==> config.mk <==
export PLATFORM = sky130hd
export DESIGN_NAME = axil_master_flat
export DESIGN_NICKNAME = d
export VERILOG_FILES = /design/src/rtl/axil_pkg.sv /design/src/rtl/axil_master_if.sv /design/src/rtl/axil_master.sv /design/src/flat_wrapper.sv
export SDC_FILE = /design/constraint.sdc
export NUM_CORES = 1
export LEC_CHECK = 0
export BUFFER_PORTS_ARGS = -buffer_cell sky130_fd_sc_hd__clkbuf_2
export CAP_MARGIN = 10
export CORE_MARGIN = 4
export CORE_UTILIZATION = 48
export CTS_CLUSTER_SIZE = 28
export DETAILED_ROUTE_END_ITERATION = 16
export PLACE_DENSITY = 0.95
export SLEW_MARGIN = 10
export SYNTH_ARGS = -nofsm -noshare
export SYNTH_HDL_FRONTEND = slang
export SYNTH_SLANG_ARGS = --single-unit
==> constraint.sdc <==
create_clock -name clk -period 3.95 [get_ports clk]
set_input_delay 0.5925 -clock clk [delete_from_list [all_inputs] [get_ports clk]]
set_output_delay 0.5925 -clock clk [all_outputs]
set_load 0.05 [all_outputs]
==> src/rtl/axil_pkg.sv <==
`default_nettype none
// ============================================================================
// Module      : axil_pkg
// Description : Shared types for the AXI-Lite initiator: response codes,
//               FSM state encoding and the default protection value.
// Revision    : 1.0 - initial release
// ============================================================================
package axil_pkg;

    // AXI-Lite BRESP/RRESP encoding
    typedef enum logic [1:0] {
        OKAY   = 2'b00,
        EXOKAY = 2'b01,
        SLVERR = 2'b10,
        DECERR = 2'b11
    } resp_e;

    // Initiator FSM states
    typedef enum logic [2:0] {
        IDLE = 3'd0,
        WR   = 3'd1,
        WR_B = 3'd2,
        RD_A = 3'd3,
        RD_R = 3'd4,
        RSP  = 3'd5
    } state_e;

    // Unprivileged, secure, data access
    localparam logic [2:0] PROT_DEFAULT = 3'b000;

endpackage : axil_pkg
`default_nettype wire

==> src/rtl/axil_master_if.sv <==
`default_nettype none
// ============================================================================
// Module      : axil_master_if
// Description : AXI-Lite bus bundle (AW, W, B, AR, R channels).
//               master modport : the initiator side (axil_master)
//               slave  modport : the target side (register block)
// Revision    : 1.0 - initial release
// ============================================================================
interface axil_master_if #(
    parameter int ADDR_WIDTH = 32,
    parameter int DATA_WIDTH = 32
);
    // AW channel
    logic [ADDR_WIDTH-1:0]   awaddr;
    logic [2:0]              awprot;
    logic                    awvalid;
    logic                    awready;
    // W channel
    logic [DATA_WIDTH-1:0]   wdata;
    logic [DATA_WIDTH/8-1:0] wstrb;
    logic                    wvalid;
    logic                    wready;
    // B channel
    logic [1:0]              bresp;
    logic                    bvalid;
    logic                    bready;
    // AR channel
    logic [ADDR_WIDTH-1:0]   araddr;
    logic [2:0]              arprot;
    logic                    arvalid;
    logic                    arready;
    // R channel
    logic [DATA_WIDTH-1:0]   rdata;
    logic [1:0]              rresp;
    logic                    rvalid;
    logic                    rready;

    modport master (
        output awaddr, awprot, awvalid, input  awready,
        output wdata,  wstrb,  wvalid,  input  wready,
        input  bresp,  bvalid,          output bready,
        output araddr, arprot, arvalid, input  arready,
        input  rdata,  rresp,  rvalid,  output rready
    );

    modport slave (
        input  awaddr, awprot, awvalid, output awready,
        input  wdata,  wstrb,  wvalid,  output wready,
        output bresp,  bvalid,          input  bready,
        input  araddr, arprot, arvalid, output arready,
        output rdata,  rresp,  rvalid,  input  rready
    );

endinterface : axil_master_if
`default_nettype wire

==> src/rtl/axil_master.sv <==
`default_nettype none
// ============================================================================
// Module      : axil_master
// Description : AXI-Lite initiator. Accepts one single-beat command at a
//               time, runs it on the cbus port group and returns exactly one
//               response beat (rdata, resp, write echo).
// Ports       : clk, rstn              - clock, async active-low reset
//               cmd_valid/ready        - command handshake
//               cmd_write/addr/wdata/wstrb - command payload (latched in IDLE)
//               rsp_valid/ready        - response handshake
//               rsp_rdata/resp/write   - response payload (stable in RSP)
//               cbus                   - AXI-Lite master modport
// Notes       : DATA_WIDTH must be 32 or 64.
// Revision    : 1.0 - initial release
// ============================================================================
module axil_master
    import axil_pkg::*;
#(
    parameter int         ADDR_WIDTH = 32,
    parameter int         DATA_WIDTH = 32,
    parameter logic [2:0] PROT       = PROT_DEFAULT
) (
    input  wire logic                    clk,
    input  wire logic                    rstn,
    // Command side
    input  wire logic                    cmd_valid,
    output      logic                    cmd_ready,
    input  wire logic                    cmd_write,
    input  wire logic [ADDR_WIDTH-1:0]   cmd_addr,
    input  wire logic [DATA_WIDTH-1:0]   cmd_wdata,
    input  wire logic [DATA_WIDTH/8-1:0] cmd_wstrb,
    // Response side
    output      logic                    rsp_valid,
    input  wire logic                    rsp_ready,
    output      logic [DATA_WIDTH-1:0]   rsp_rdata,
    output      logic [1:0]              rsp_resp,
    output      logic                    rsp_write,
    // AXI-Lite bus
    axil_master_if.master                cbus
);

    // ------------------------------------------------------------------
    // Registers
    // ------------------------------------------------------------------
    state_e                    r_state;
    logic [ADDR_WIDTH-1:0]     r_addr;
    logic [DATA_WIDTH-1:0]     r_wdata;
    logic [DATA_WIDTH/8-1:0]   r_wstrb;
    logic                      r_write;
    logic                      r_aw_done;
    logic                      r_w_done;
    logic [DATA_WIDTH-1:0]     r_rdata;
    resp_e                     r_resp;

    // ------------------------------------------------------------------
    // Combinational FSM outputs
    // ------------------------------------------------------------------
    state_e                    w_next_state;
    logic                      w_cmd_ready;
    logic                      w_accept;
    logic                      w_awvalid;
    logic                      w_wvalid;
    logic                      w_bready;
    logic                      w_arvalid;
    logic                      w_rready;
    logic                      w_rsp_valid;
    logic                      w_aw_done_nx;
    logic                      w_w_done_nx;
    logic                      w_b_cap;
    logic                      w_r_cap;

    // State register
    always_ff @(posedge clk or negedge rstn) begin
        if (!rstn) begin
            r_state <= IDLE;
        end else begin
            r_state <= w_next_state;
        end
    end

    // Next-state and output decode. Every bus valid/ready is a pure
    // function of registered state, so an async reset clears them at once.
    always_comb begin
        w_next_state = r_state;
        w_cmd_ready  = 1'b0;
        w_accept     = 1'b0;
        w_awvalid    = 1'b0;
        w_wvalid     = 1'b0;
        w_bready     = 1'b0;
        w_arvalid    = 1'b0;
        w_rready     = 1'b0;
        w_rsp_valid  = 1'b0;
        w_aw_done_nx = r_aw_done;
        w_w_done_nx  = r_w_done;
        w_b_cap      = 1'b0;
        w_r_cap      = 1'b0;

        case (r_state)
            IDLE: begin
                w_cmd_ready = 1'b1;
                if (cmd_valid) begin
                    w_accept     = 1'b1;
                    w_next_state = cmd_write ? WR : RD_A;
                end
            end
            WR: begin
                // AW and W are independent: each valid falls on its own
                // handshake, and both may complete in the same cycle.
                w_awvalid    = !r_aw_done;
                w_wvalid     = !r_w_done;
                w_aw_done_nx = r_aw_done | (w_awvalid & cbus.awready);
                w_w_done_nx  = r_w_done  | (w_wvalid  & cbus.wready);
                if (w_aw_done_nx && w_w_done_nx) begin
                    w_next_state = WR_B;
                end
            end
            WR_B: begin
                w_bready = 1'b1;
                if (cbus.bvalid) begin
                    w_b_cap      = 1'b1;
                    w_next_state = RSP;
                end
            end
            RD_A: begin
                w_arvalid = 1'b1;
                if (cbus.arready) begin
                    w_next_state = RD_R;
                end
            end
            RD_R: begin
                w_rready = 1'b1;
                if (cbus.rvalid) begin
                    w_r_cap      = 1'b1;
                    w_next_state = RSP;
                end
            end
            RSP: begin
                w_rsp_valid = 1'b1;
                if (rsp_ready) begin
                    w_next_state = IDLE;
                end
            end
            default: begin
                w_next_state = IDLE;
            end
        endcase
    end

    // Command and response capture
    always_ff @(posedge clk or negedge rstn) begin
        if (!rstn) begin
            r_addr    <= '0;
            r_wdata   <= '0;
            r_wstrb   <= '0;
            r_write   <= 1'b0;
            r_aw_done <= 1'b0;
            r_w_done  <= 1'b0;
            r_rdata   <= '0;
            r_resp    <= OKAY;
        end else begin
            if (w_accept) begin
                r_addr    <= cmd_addr;
                r_wdata   <= cmd_wdata;
                r_wstrb   <= cmd_wstrb;
                r_write   <= cmd_write;
                r_aw_done <= 1'b0;
                r_w_done  <= 1'b0;
            end else begin
                r_aw_done <= w_aw_done_nx;
                r_w_done  <= w_w_done_nx;
            end

            if (w_b_cap) begin
                r_rdata <= '0;
                r_resp  <= resp_e'(cbus.bresp);
            end else if (w_r_cap) begin
                r_rdata <= cbus.rdata;
                r_resp  <= resp_e'(cbus.rresp);
            end
        end
    end

    // ------------------------------------------------------------------
    // Output drive - bus payload only ever comes from the latched command
    // ------------------------------------------------------------------
    assign cbus.awaddr  = r_addr;
    assign cbus.awprot  = PROT;
    assign cbus.awvalid = w_awvalid;
    assign cbus.wdata   = r_wdata;
    assign cbus.wstrb   = r_wstrb;
    assign cbus.wvalid  = w_wvalid;
    assign cbus.bready  = w_bready;
    assign cbus.araddr  = r_addr;
    assign cbus.arprot  = PROT;
    assign cbus.arvalid = w_arvalid;
    assign cbus.rready  = w_rready;

    assign cmd_ready = w_cmd_ready;
    assign rsp_valid = w_rsp_valid;
    assign rsp_rdata = r_rdata;
    assign rsp_resp  = r_resp;
    assign rsp_write = r_write;

endmodule : axil_master
`default_nettype wire

==> src/flat_wrapper.sv <==
// flat-port wrapper written by rule: the top's interface ports become plain ports
module axil_master_flat import axil_pkg::*;
#(
    parameter int         ADDR_WIDTH = 32,
    parameter int         DATA_WIDTH = 32,
    parameter logic [2:0] PROT       = PROT_DEFAULT
)
  (clk, rstn, cmd_valid, cmd_ready, cmd_write, cmd_addr, cmd_wdata, cmd_wstrb, rsp_valid, rsp_ready, rsp_rdata, rsp_resp, rsp_write, cbus_awaddr, cbus_awprot, cbus_awvalid, cbus_awready, cbus_wdata, cbus_wstrb, cbus_wvalid, cbus_wready, cbus_bresp, cbus_bvalid, cbus_bready, cbus_araddr, cbus_arprot, cbus_arvalid, cbus_arready, cbus_rdata, cbus_rresp, cbus_rvalid, cbus_rready);
  axil_master_if #(.ADDR_WIDTH(ADDR_WIDTH), .DATA_WIDTH(DATA_WIDTH)) cbus_i ();
  input  wire logic clk;
  input  wire logic rstn;
  input  wire logic cmd_valid;
  output      logic cmd_ready;
  input  wire logic cmd_write;
  input  wire logic [ADDR_WIDTH-1:0] cmd_addr;
  input  wire logic [DATA_WIDTH-1:0] cmd_wdata;
  input  wire logic [DATA_WIDTH/8-1:0] cmd_wstrb;
  output      logic rsp_valid;
  input  wire logic rsp_ready;
  output      logic [DATA_WIDTH-1:0] rsp_rdata;
  output      logic [1:0] rsp_resp;
  output      logic rsp_write;
  output wire logic [$bits(cbus_i.awaddr)-1:0] cbus_awaddr;
  output wire logic [$bits(cbus_i.awprot)-1:0] cbus_awprot;
  output wire logic [$bits(cbus_i.awvalid)-1:0] cbus_awvalid;
  input wire logic [$bits(cbus_i.awready)-1:0] cbus_awready;
  output wire logic [$bits(cbus_i.wdata)-1:0] cbus_wdata;
  output wire logic [$bits(cbus_i.wstrb)-1:0] cbus_wstrb;
  output wire logic [$bits(cbus_i.wvalid)-1:0] cbus_wvalid;
  input wire logic [$bits(cbus_i.wready)-1:0] cbus_wready;
  input wire logic [$bits(cbus_i.bresp)-1:0] cbus_bresp;
  input wire logic [$bits(cbus_i.bvalid)-1:0] cbus_bvalid;
  output wire logic [$bits(cbus_i.bready)-1:0] cbus_bready;
  output wire logic [$bits(cbus_i.araddr)-1:0] cbus_araddr;
  output wire logic [$bits(cbus_i.arprot)-1:0] cbus_arprot;
  output wire logic [$bits(cbus_i.arvalid)-1:0] cbus_arvalid;
  input wire logic [$bits(cbus_i.arready)-1:0] cbus_arready;
  input wire logic [$bits(cbus_i.rdata)-1:0] cbus_rdata;
  input wire logic [$bits(cbus_i.rresp)-1:0] cbus_rresp;
  input wire logic [$bits(cbus_i.rvalid)-1:0] cbus_rvalid;
  output wire logic [$bits(cbus_i.rready)-1:0] cbus_rready;
  assign cbus_awaddr = cbus_i.awaddr;
  assign cbus_awprot = cbus_i.awprot;
  assign cbus_awvalid = cbus_i.awvalid;
  assign cbus_i.awready = cbus_awready;
  assign cbus_wdata = cbus_i.wdata;
  assign cbus_wstrb = cbus_i.wstrb;
  assign cbus_wvalid = cbus_i.wvalid;
  assign cbus_i.wready = cbus_wready;
  assign cbus_i.bresp = cbus_bresp;
  assign cbus_i.bvalid = cbus_bvalid;
  assign cbus_bready = cbus_i.bready;
  assign cbus_araddr = cbus_i.araddr;
  assign cbus_arprot = cbus_i.arprot;
  assign cbus_arvalid = cbus_i.arvalid;
  assign cbus_i.arready = cbus_arready;
  assign cbus_i.rdata = cbus_rdata;
  assign cbus_i.rresp = cbus_rresp;
  assign cbus_i.rvalid = cbus_rvalid;
  assign cbus_rready = cbus_i.rready;
  axil_master #(.ADDR_WIDTH(ADDR_WIDTH), .DATA_WIDTH(DATA_WIDTH), .PROT(PROT)) u_core (.clk(clk), .rstn(rstn), .cmd_valid(cmd_valid), .cmd_ready(cmd_ready), .cmd_write(cmd_write), .cmd_addr(cmd_addr), .cmd_wdata(cmd_wdata), .cmd_wstrb(cmd_wstrb), .rsp_valid(rsp_valid), .rsp_ready(rsp_ready), .rsp_rdata(rsp_rdata), .rsp_resp(rsp_resp), .rsp_write(rsp_write), .cbus(cbus_i));
endmodule
==> results.md, run 1 <==
* Worst path required time at 4.20 ns
* First-pass GRT wire length at 18.3 mm
* Critical Path Fanout Max at 37
* Horiz. Die Dim at 106 um
* Pin count of the biggest net entering global routing at 87
* Critical Path AT at 2.57 ns
* Delay-heaviest family, CP: simple AND/OR/NAND/NOR gates
* Die area at 11300 sq um
* Initial core utilization at 49.6%
* Core area at 9330 sq um
* Dpl cell area at 5680 sq um
* Max-cap viol count at 0
* Placer Congestion at 0.771
* GR Util All Layers at 20.5%
* Primary FF master, synth: dfrtp_1
* Post-synth ARST share at 100%
* Initial DRC Count at 183
* Pins Over Slew Limit at 0
* Number of library cell types mapped by synthesis at 31
* Share of cells above drive strength 1 at 57.9%
* Post-CTS Setup Bufs at 0
* Kind of critical path: flip-flop to flip-flop
* Worst slew pin tran at 1.17 ns
* Synth Register Bits at 108
* DRT Pass-1 Iters at 4
* Longest Clk Path Bufs at 2
* TritonCTS Buffers at 9
* Mean Syn Cell Area at 12.3 sq um
* Final hold violations at 0
* Clock period minus worst slack at 2.33 ns
* DR WL/cell at 16.3 um
* Syn Inst Count at 378
* Main area contributors after synthesis: dfrtp_1 58%, mux2_2 15%, buf_4 7.1%, nand2_1 5.3%, o21ai_0 3.6%
* EDFF count, synth at 0
* Final instance area at 5870 sq um
* CP Launch Point: u_core.r_state[1]$_DFFE_PN0P_
* Resize count post-CTS at 0
* HP Class: input port to asynchronous set/reset pin
* Final period util at 58.9%
* DRC viols at 0
* Drt total wl at 11.9 mm
* Area Growth Syn to Fin at 26.9%
* Fin nets at 705
* DR vias/cell at 4.95
* Post-DP HPWL at 9.07 mm
* CP startpoint kind: flip-flop
* Most numerous cell in the Yosys netlist: dfrtp_1
* Worst-path clk slew at 0.10 ns
* Setup_tns at 0 ns
* Final setup violating endpoints at 0
* Ys Warns at 0
* Cell taking the most area after synthesis: dfrtp_1
* Die Ht at 106 um
* Skew final at 0.0172 ns
* Hold-fix buffers, CTS at 0
* Clk_lat worst skew at 0.36 ns
* CP max-delay cell: and2_1
* Synth top area share at 58.4%
* Crit-path max cell delay at 0.88 ns
* Cell area after synthesis at 4630 sq um
* Antenna Nets Post-Route at 0
* Top cells by count, synth: 108 x dfrtp_1, 65 x nand2_1, 60 x mux2_2
* # IOs at 262
* FP Rows at 35
* H-tree depth at 3
* Fin util at 63.0%
* Fmax at 429 MHz
* RSZ-0062 raised after global routing: no
* Vias in the first global route at 3658
* Crit-path cells: nor3b_2 > and2_1 > nor3b_1 > a221o_1
* Critical Path Sink Type: flip-flop
* RR Startpoint: u_core.r_state[1]$_DFFE_PN0P_
* Ant diodes at 0
* Max-slew headroom at 22.0%
* Gr ovfl total at 0
* Sequential area share after synthesis at 58.4%
* Port bufs at 255
* Buf/Inv on CP at 0
* Status: finished clean
* Clock Sinks at 108
* Initial antenna violation count at 0
* DR vias at 3589
* CTS tree: yes
* CTS root buf: clkbuf_8
## cells by family after synthesis
kind of cell,Yosys count,synth area share [%]
flip-flops,108,58.4
buffers and inverters,61,9.32
other,1,0.0810
AO/OA/AOI/OAI,48,5.97
multiplexers,70,17.8
AND/OR/NAND/NOR,90,8.43
## path summary, 6_finish.rpt
path | slack [ns] | cells past startpoint | end
setup reg to reg | 1.62 | 4 | u_core.rsp_resp[1]$_DFFE_PN0P_
min in group clk | 0.44 | 3 | u_core.rsp_rdata[27]$_DFFE_PN0P_
setup / recovery | 1.62 | 4 | u_core.rsp_resp[1]$_DFFE_PN0P_
hold reg to reg | 0.51 | 1 | u_core.cbus.wdata[5]$_DFFE_PN0P_
hold / removal | 0.43 | 1 | u_core.rsp_rdata[10]$_DFFE_PN0P_
max in group asynchronous | 2.59 | 2 | u_core.cbus.araddr[1]$_DFFE_PN0P_
## registers in the layout (all words and copies together), names as in the netlist
register / cells
u_core.cbus.wstrb: 4
u_core.r_aw_done: 1
u_core.r_w_done: 1
u_core.rsp_write: 1
u_core.cbus.araddr: 32
u_core.rsp_resp: 2
u_core.rsp_rdata: 32
u_core.cbus.wdata: 32
u_core.r_state: 3
## final cells by class
type | instances | area, sq um
Fill cell | 740 | 3450
Sequential cell | 108 | 2700
Multi-Input combinational cell | 214 | 1520
Timing Repair Buffer | 257 | 1290
Tap cell | 129 | 161
Clock buffer | 10 | 128
Clock inverter | 6 | 70.1
Inverter | 1 | 3.75
## layer usage
metal	wire, um	share of wire (%)	GRT usage (%)	vias up
met4	184	1.6	6.20	0
met3	841	7.1	3.52	21
met2	6560	55	39.2	179
li1	-	-	-	1656
met5	0	0	0	-
met1	4270	36	23.0	1733
## per-stage QoR
step           worst slack [ns]  instances  hold WS (ns)
2_1_floorplan              1.52        383         0.297
3_3_place_gp               1.81        709         0.490
3_5_place_dp               1.66        709         0.495
4_1_cts                    1.63        725         0.412
5_1_grt                    1.44        725         0.403
6_report                   1.62        725         0.425
## layout by cell type (no fill, tap or decap), drive strengths merged, types with 2 or more instances in the layout
cell type  count
dfrtp        108
a221o          3
clkbuf       264
nand2         65
buf            3
nor3           4
and3           3
and2           2
mux2          70
nor2           9
o21ai         33
clkinv         2
inv            4
conb           6
nor3b          5
a21oi          6
Power of run 1 is left out: the tool's default activity adds up to more than one toggle a clock period on the data nets, which glitch-free logic cannot reach.
==> run 2: changes to the inputs <==
--- a/config.mk
+++ b/config.mk
@@ -8,10 +8,10 @@
 export BUFFER_PORTS_ARGS = -buffer_cell sky130_fd_sc_hd__clkbuf_2
 export CAP_MARGIN = 10
 export CORE_MARGIN = 4
-export CORE_UTILIZATION = 48
+export CORE_UTILIZATION = 44
 export CTS_CLUSTER_SIZE = 28
 export DETAILED_ROUTE_END_ITERATION = 16
-export PLACE_DENSITY = 0.95
+export PLACE_DENSITY = 0.89
 export SLEW_MARGIN = 10
 export SYNTH_ARGS = -nofsm -noshare
 export SYNTH_HDL_FRONTEND = slang
==> constraint.sdc (replaced) <==
create_clock -name clk -period 2.4 [get_ports clk]
set_input_delay 0.36 -clock clk [delete_from_list [all_inputs] [get_ports clk]]
set_output_delay 0.36 -clock clk [all_outputs]
set_load 0.05 [all_outputs]
==> run 2 against run 1 <==
Net effect:
- non-clock buffer count up 6
- routed wire length is 2.7% lower
- final area is 2.2% higher
- flip-flop and latch count stayed put
- setup slack got worse by 1.3 ns
- clock skew increased by 0.00067 ns
- hold slack lost 0.23 ns
- die area increased by 8.4%
- utilization is 4.6 points lower
- first-iteration DRC count is 56% lower
- largest cell class unchanged
==> results.md, run 2 (same netlist as run 1, synthesis figures left out) <==
* Pins Over Slew Limit at 0 (unchanged)
* Initial DRC Count at 80 (-56%)
* Max-cap viol count at 0 (unchanged)
* RSZ-0062 raised after global routing: no
* Fin nets at 711 (+0.85%)
* Die Ht at 111 um (+4.1%)
* Clk_lat worst skew at 0.36 ns (about the same)
* Initial antenna violation count at 0 (unchanged)
* Commonest non-fill, non-tap cell in the layout: clkbuf_2
* Final instance area at 6000 sq um (+2.2%)
* Delay-heaviest family, CP: flip-flops
* Critical Path Fanout Max at 13 (-65%)
* TritonCTS Buffers at 9 (unchanged)
* Die area at 12200 sq um (+8.4%)
* DRT Pass-1 Iters at 4 (unchanged)
* GR Util All Layers at 18.6% (-1.9 points)
* Final hold violations at 0 (unchanged)
* CP max-delay cell: dfrtp_1
* Worst path required time at 2.04 ns (-2.16 ns)
* Dpl cell area at 5770 sq um (+1.7%)
* Initial core utilization at 45.1% (-4.6 points)
* # IOs at 262 (unchanged)
* Ant diodes at 0 (unchanged)
* Final setup violating endpoints at 0 (unchanged)
* H-tree depth at 3 (unchanged)
* Final period util at 86.4%
* HP Class: input port to flip-flop
* CTS root buf: clkbuf_8
* Share of cells above drive strength 1 at 58.3% (+0.42 points)
* DR vias at 3557 (-0.89%)
* Fmax at 482 MHz
* Fillers at 889 (+20%)
* Pin count of the biggest net entering global routing at 58 (-33%)
* Worst slew pin tran at 0.661 ns (-0.506 ns)
* Critical Path AT at 1.71 ns (-0.86 ns)
* Clock Sinks at 108 (unchanged)
* Post-CTS Setup Bufs at 0 (unchanged)
* Max-slew headroom at 56.0% (+34 points)
* Port bufs at 255 (unchanged)
* Critical Path Sink Type: output pin
* Post-DP HPWL at 9.05 mm (-0.20%)
* First-pass GRT wire length at 18.7 mm (+2.0%)
* CTS tree: yes
* Crit-path max cell delay at 0.61 ns (-0.27 ns)
* Status: finished clean
* CP startpoint kind: flip-flop
* Placer Congestion at 0.862 (+12%)
* Clock period minus worst slack at 2.07 ns
* Worst-path clk slew at 0.10 ns (about the same)
* Antenna Nets Post-Route at 0 (unchanged)
* Skew final at 0.0179 ns (+0.000670 ns)
* Pre-CTS setup slack at 0.417 ns (-1.24 ns)
* Most frequent cells in the layout: 254 x clkbuf_2, 108 x dfrtp_1, 65 x nand2_1
* DRC viols at 0 (unchanged)
* Min setup slack post-route at 0.325 ns (-1.30 ns)
* Setup_tns at 0 ns (unchanged)
* Area Growth Syn to Fin at 29.7%
* FP Rows at 37 (+5.7%)
* Kind of critical path: flip-flop to output pin
* Vias in the first global route at 3742 (+2.3%)
* Crit-path cells: inv_1 > nor3_1 > clkbuf_2
* Drt total wl at 11.5 mm (-2.7%)
* DR WL/cell at 15.6 um (-4.4%)
* Core area at 10300 sq um (+10%)
* Longest Clk Path Bufs at 2 (unchanged)
* Reg2reg setup slack at 0.38 ns (-1.24 ns)
* Buf/Inv on CP at 2 (+2)
* DR vias/cell at 4.82 (-2.6%)
* Horiz. Die Dim at 111 um (+4.1%)
* Gr ovfl total at 0 (unchanged)
* Hold Slack at 0.197 ns (-0.228 ns)
==> run 2: changes by cell type in the layout (fill, tap and decap cells not counted) <==
cell           change
bufinv_16          +1
buf_4              +1
inv_6              -1
clkinv_4           -1
clkbuf_1           -1
buf_12             +4
clkinvlp_4         +2
dlygate4sd3_1      +1
==> run 2: area by class of cell <==
class,instances,area [sq um],share of cell area (%)
flip-flops and latches,108,2700,45.0
multi-input cells,214,1520,25.2
repair buffers,263,1390,23.2
well taps,136,170,2.83
clock buffers,9,124,2.06
clock inverters,7,97.6,1.63
inverters,1,3.75,0.0625
==> run 2: per-layer routing <==
| layer | vias to the layer above | global-route usage [%] | routed length (um) |
|---|---|---|---|
| li1 | 1670 | - | - |
| met4 | 0 | 6.57 | 189 |
| met2 | 168 | 33.5 | 6130 |
| met1 | 1701 | 20.9 | 4350 |
| met3 | 18 | 5.26 | 867 |
| met5 | - | 0 | 0 |
==> run 2: through the flow <==
step                utilization, %  instances
global route                  58.4        738
floorplan                        -        383
CTS                           58.4        738
detailed placement            56.2        721
global placement              56.2        721
finish                        58.4        738
==> run 2: worst reg2reg max path, stage by stage (launching register included) <==
cell     delay (ns)
dfrtp_1        0.61
nor3b_2        0.29
and2_1         0.54
buf_4          0.32
o21ai_0        0.14
==> run 2: path summary, 6_finish.rpt <==
kind                                                from                                 to  depth (start not counted)
hold reg to reg             u_core.rsp_write$_DFFE_PN0P_       u_core.rsp_write$_DFFE_PN0P_                          1
min in group asynchronous                           rstn   u_core.rsp_rdata[13]$_DFFE_PN0P_                          2
max in group asynchronous                           rstn  u_core.cbus.araddr[1]$_DFFE_PN0P_                          3
setup reg to reg           u_core.r_state[1]$_DFFE_PN0P_   u_core.rsp_rdata[26]$_DFFE_PN0P_                          4
setup / recovery           u_core.r_state[2]$_DFFE_PN0P_                        cbus_rready                          3
hold / removal                            cbus_rdata[21]   u_core.rsp_rdata[21]$_DFFE_PN0P_                          3
==> run 2: repair_timing <==
| action | CTS | global route |
|---|---|---|
| hold buffers | 1 | 0 |
| hold endpoints to repair | 26 | 0 |
| resized for setup | 0 | 0 |
Power of run 2 is left out for the same reason.
==> run 3: changes to the inputs <==
--- a/config.mk
+++ b/config.mk
@@ -5,12 +5,14 @@
 export SDC_FILE = /design/constraint.sdc
 export NUM_CORES = 1
 export LEC_CHECK = 0
+export ABC_CLOCK_PERIOD_IN_PS = 2400
 export BUFFER_PORTS_ARGS = -buffer_cell sky130_fd_sc_hd__clkbuf_2
 export CAP_MARGIN = 10
 export CORE_MARGIN = 4
 export CORE_UTILIZATION = 44
 export CTS_CLUSTER_SIZE = 28
 export DETAILED_ROUTE_END_ITERATION = 16
+export GPL_TIMING_DRIVEN = 0
 export PLACE_DENSITY = 0.89
 export SLEW_MARGIN = 10
 export SYNTH_ARGS = -nofsm -noshare
==> run 3 against run 2 <==
Net effect:
- clock skew is 0.0054 ns lower
- maximum frequency is 4.9% lower
- setup slack worse by 0.11 ns
- hold slack worse by 0.15 ns
- sequential share of layout area is 2.1 points lower
- critical path depth is 1 higher
- via count is 5.5% higher
- critical endpoint is now cbus_wvalid
- first-iteration DRC count is 89% higher
==> results.md, run 3 (same netlist as run 1, synthesis figures left out) <==
* Post-CTS Setup Bufs at 0 (unchanged)
* Critical Path Sink Type: output pin
* Die Ht at 111 um (unchanged)
* Skew final at 0.0125 ns (-0.00542 ns)
* Met3 Wirelength at 864 um (-0.35%)
* Pin count of the biggest net entering global routing at 109 (+88%)
* Initial DRC Count at 151 (+89%)
* Met1 wire length at 4.55 mm (+4.5%)
* First-pass GRT wire length at 19.5 mm (+4.3%)
* Antenna Nets Post-Route at 0 (unchanged)
* DR WL/cell at 15.1 um (-3.2%)
* Critical Path AT at 1.82 ns (+0.11 ns)
* RSZ-0062 raised after global routing: no
* Vias in the first global route at 3890 (+4.0%)
* DRT Pass-1 Iters at 4 (unchanged)
* CP startpoint kind: flip-flop
* Hold-fix buffers, CTS at 0 (-1)
* Fin util at 61.2% (+2.8 points)
* Pins Over Slew Limit at 0 (unchanged)
* DR vias/cell at 4.75 (-1.5%)
* FP Rows at 37 (unchanged)
* DRC viols at 0 (unchanged)
* Clock Sinks at 108 (unchanged)
* Ant diodes at 0 (unchanged)
* Initial antenna violation count at 0 (unchanged)
* # IOs at 262 (unchanged)
* CTS tree: yes
* Worst slew pin tran at 0.847 ns (+0.186 ns)
* DR vias at 3751 (+5.5%)
* Status: finished clean
* Initial core utilization at 45.1% (unchanged)
* Die area at 12200 sq um (unchanged)
* H-tree depth at 3 (unchanged)
* Worst-path clk slew at 0.10 ns (about the same)
* Most frequent cells in the layout: 257 x clkbuf_2, 108 x dfrtp_1, 65 x nand2_1
* Fin nets at 763 (+7.3%)
* Area Growth Syn to Fin at 35.9%
* Met2 routed WL at 6.29 mm (+2.7%)
* Horiz. Die Dim at 111 um (unchanged)
* Final period util at 90.9% (+4.4 points)
* GR Util All Layers at 19.4% (+0.76 points)
* Worst path required time at 2.04 ns (about the same)
* Placer Congestion at 0.946 (+9.8%)
* Kind of critical path: flip-flop to output pin
* Highest metal used: met4
* Clk_lat worst skew at 0.37 ns (about the same)
* Post-DP HPWL at 9.48 mm (+4.7%)
* Longest Clk Path Bufs at 2 (unchanged)
* Share of cells above drive strength 1 at 61.2% (+2.9 points)
* CTS root buf: clkbuf_8
* HP Class: input port to asynchronous set/reset pin
* Core area at 10300 sq um (unchanged)
* Drt total wl at 12.0 mm (+3.6%)
* Max-cap viol count at 0 (unchanged)
* Gr ovfl total at 0 (unchanged)
* Fmax at 459 MHz (-4.9%)
* Resize count post-CTS at 0 (unchanged)
* Max-slew headroom at 43.6% (-12 points)
* Port bufs at 255 (unchanged)
* Critical Path Fanout Max at 10 (-3)
* Final setup violating endpoints at 0 (unchanged)
* TritonCTS Buffers at 9 (unchanged)
* Final hold violations at 0 (unchanged)
* Commonest non-fill, non-tap cell in the layout: clkbuf_2
* Clock period minus worst slack at 2.18 ns (+0.106 ns)
==> run 3: cell count changes in the layout (fill, tap and decap cells not counted) <==
cell	before	now
clkinv_2	1	0
buf_8	0	1
clkbuf_1	0	4
buf_12	4	0
inv_8	0	2
clkinvlp_4	2	0
clkinv_4	0	3
buf_4	4	44
buf_2	0	6
clkbuf_2	254	257
bufinv_16	2	0
clkbuf_8	9	10
buf_6	0	2
dlygate4sd3_1	1	0
==> run 3: cell type report <==
class	count	area, sq um
Buffer	60	428
Clock buffer	9	124
Clock inverter	7	66.3
Fill cell	854	3980
Inverter	1	3.75
Multi-Input combinational cell	214	1520
Sequential cell	108	2700
Tap cell	136	170
Timing Repair Buffer	255	1280
==> run 3: metrics by stage <==
step / instances / worst slack (ns) / hold slack, ns / TNS (ns) / instance area (sq um)
2_1_floorplan: 383 / 0.198 / 0.0644 / 0 / 4650
3_3_place_gp: 774 / -0.314 / 0.490 / -33.27 / 6100
3_5_place_dp: 774 / 0.635 / 0.495 / 0 / 6100
4_1_cts: 790 / 0.208 / 0.113 / 0 / 6290
5_1_grt: 790 / 0.0420 / 0.126 / 0 / 6290
6_report: 790 / 0.219 / 0.0506 / 0 / 6290
==> run 3: worst max-delay path, cell delays in order (launching register included) <==
cell	delay, ns
dfrtp_1	0.47
clkbuf_1	0.35
nand2b_1	0.17
nor3_1	0.17
clkbuf_2	0.31
==> run 3: final timing paths <==
kind / cells after the start / slack (ns) / startpoint / end
setup / recovery: 4 / 0.22 / u_core.r_state[0]$_DFFE_PN0P_ / cbus_wvalid
hold / removal: 1 / 0.05 / rstn / u_core.rsp_rdata[16]$_DFFE_PN0P_
setup reg to reg: 6 / 0.65 / u_core.r_state[0]$_DFFE_PN0P_ / u_core.cbus.wdata[14]$_DFFE_PN0P_
hold reg to reg: 1 / 0.52 / u_core.cbus.wdata[29]$_DFFE_PN0P_ / u_core.cbus.wdata[29]$_DFFE_PN0P_
max in group asynchronous: 1 / 1.73 / rstn / u_core.rsp_rdata[20]$_DFFE_PN0P_
min in group clk: 3 / 0.20 / cbus_rdata[27] / u_core.rsp_rdata[27]$_DFFE_PN0P_
==> run 3: routing by layer <==
layer	up-vias	GRT usage, %
met4	0	7.14
met2	182	34.5
li1	1775	-
met5	-	0
met1	1773	22.8
met3	21	4.27
Power of run 3 is left out for the same reason.
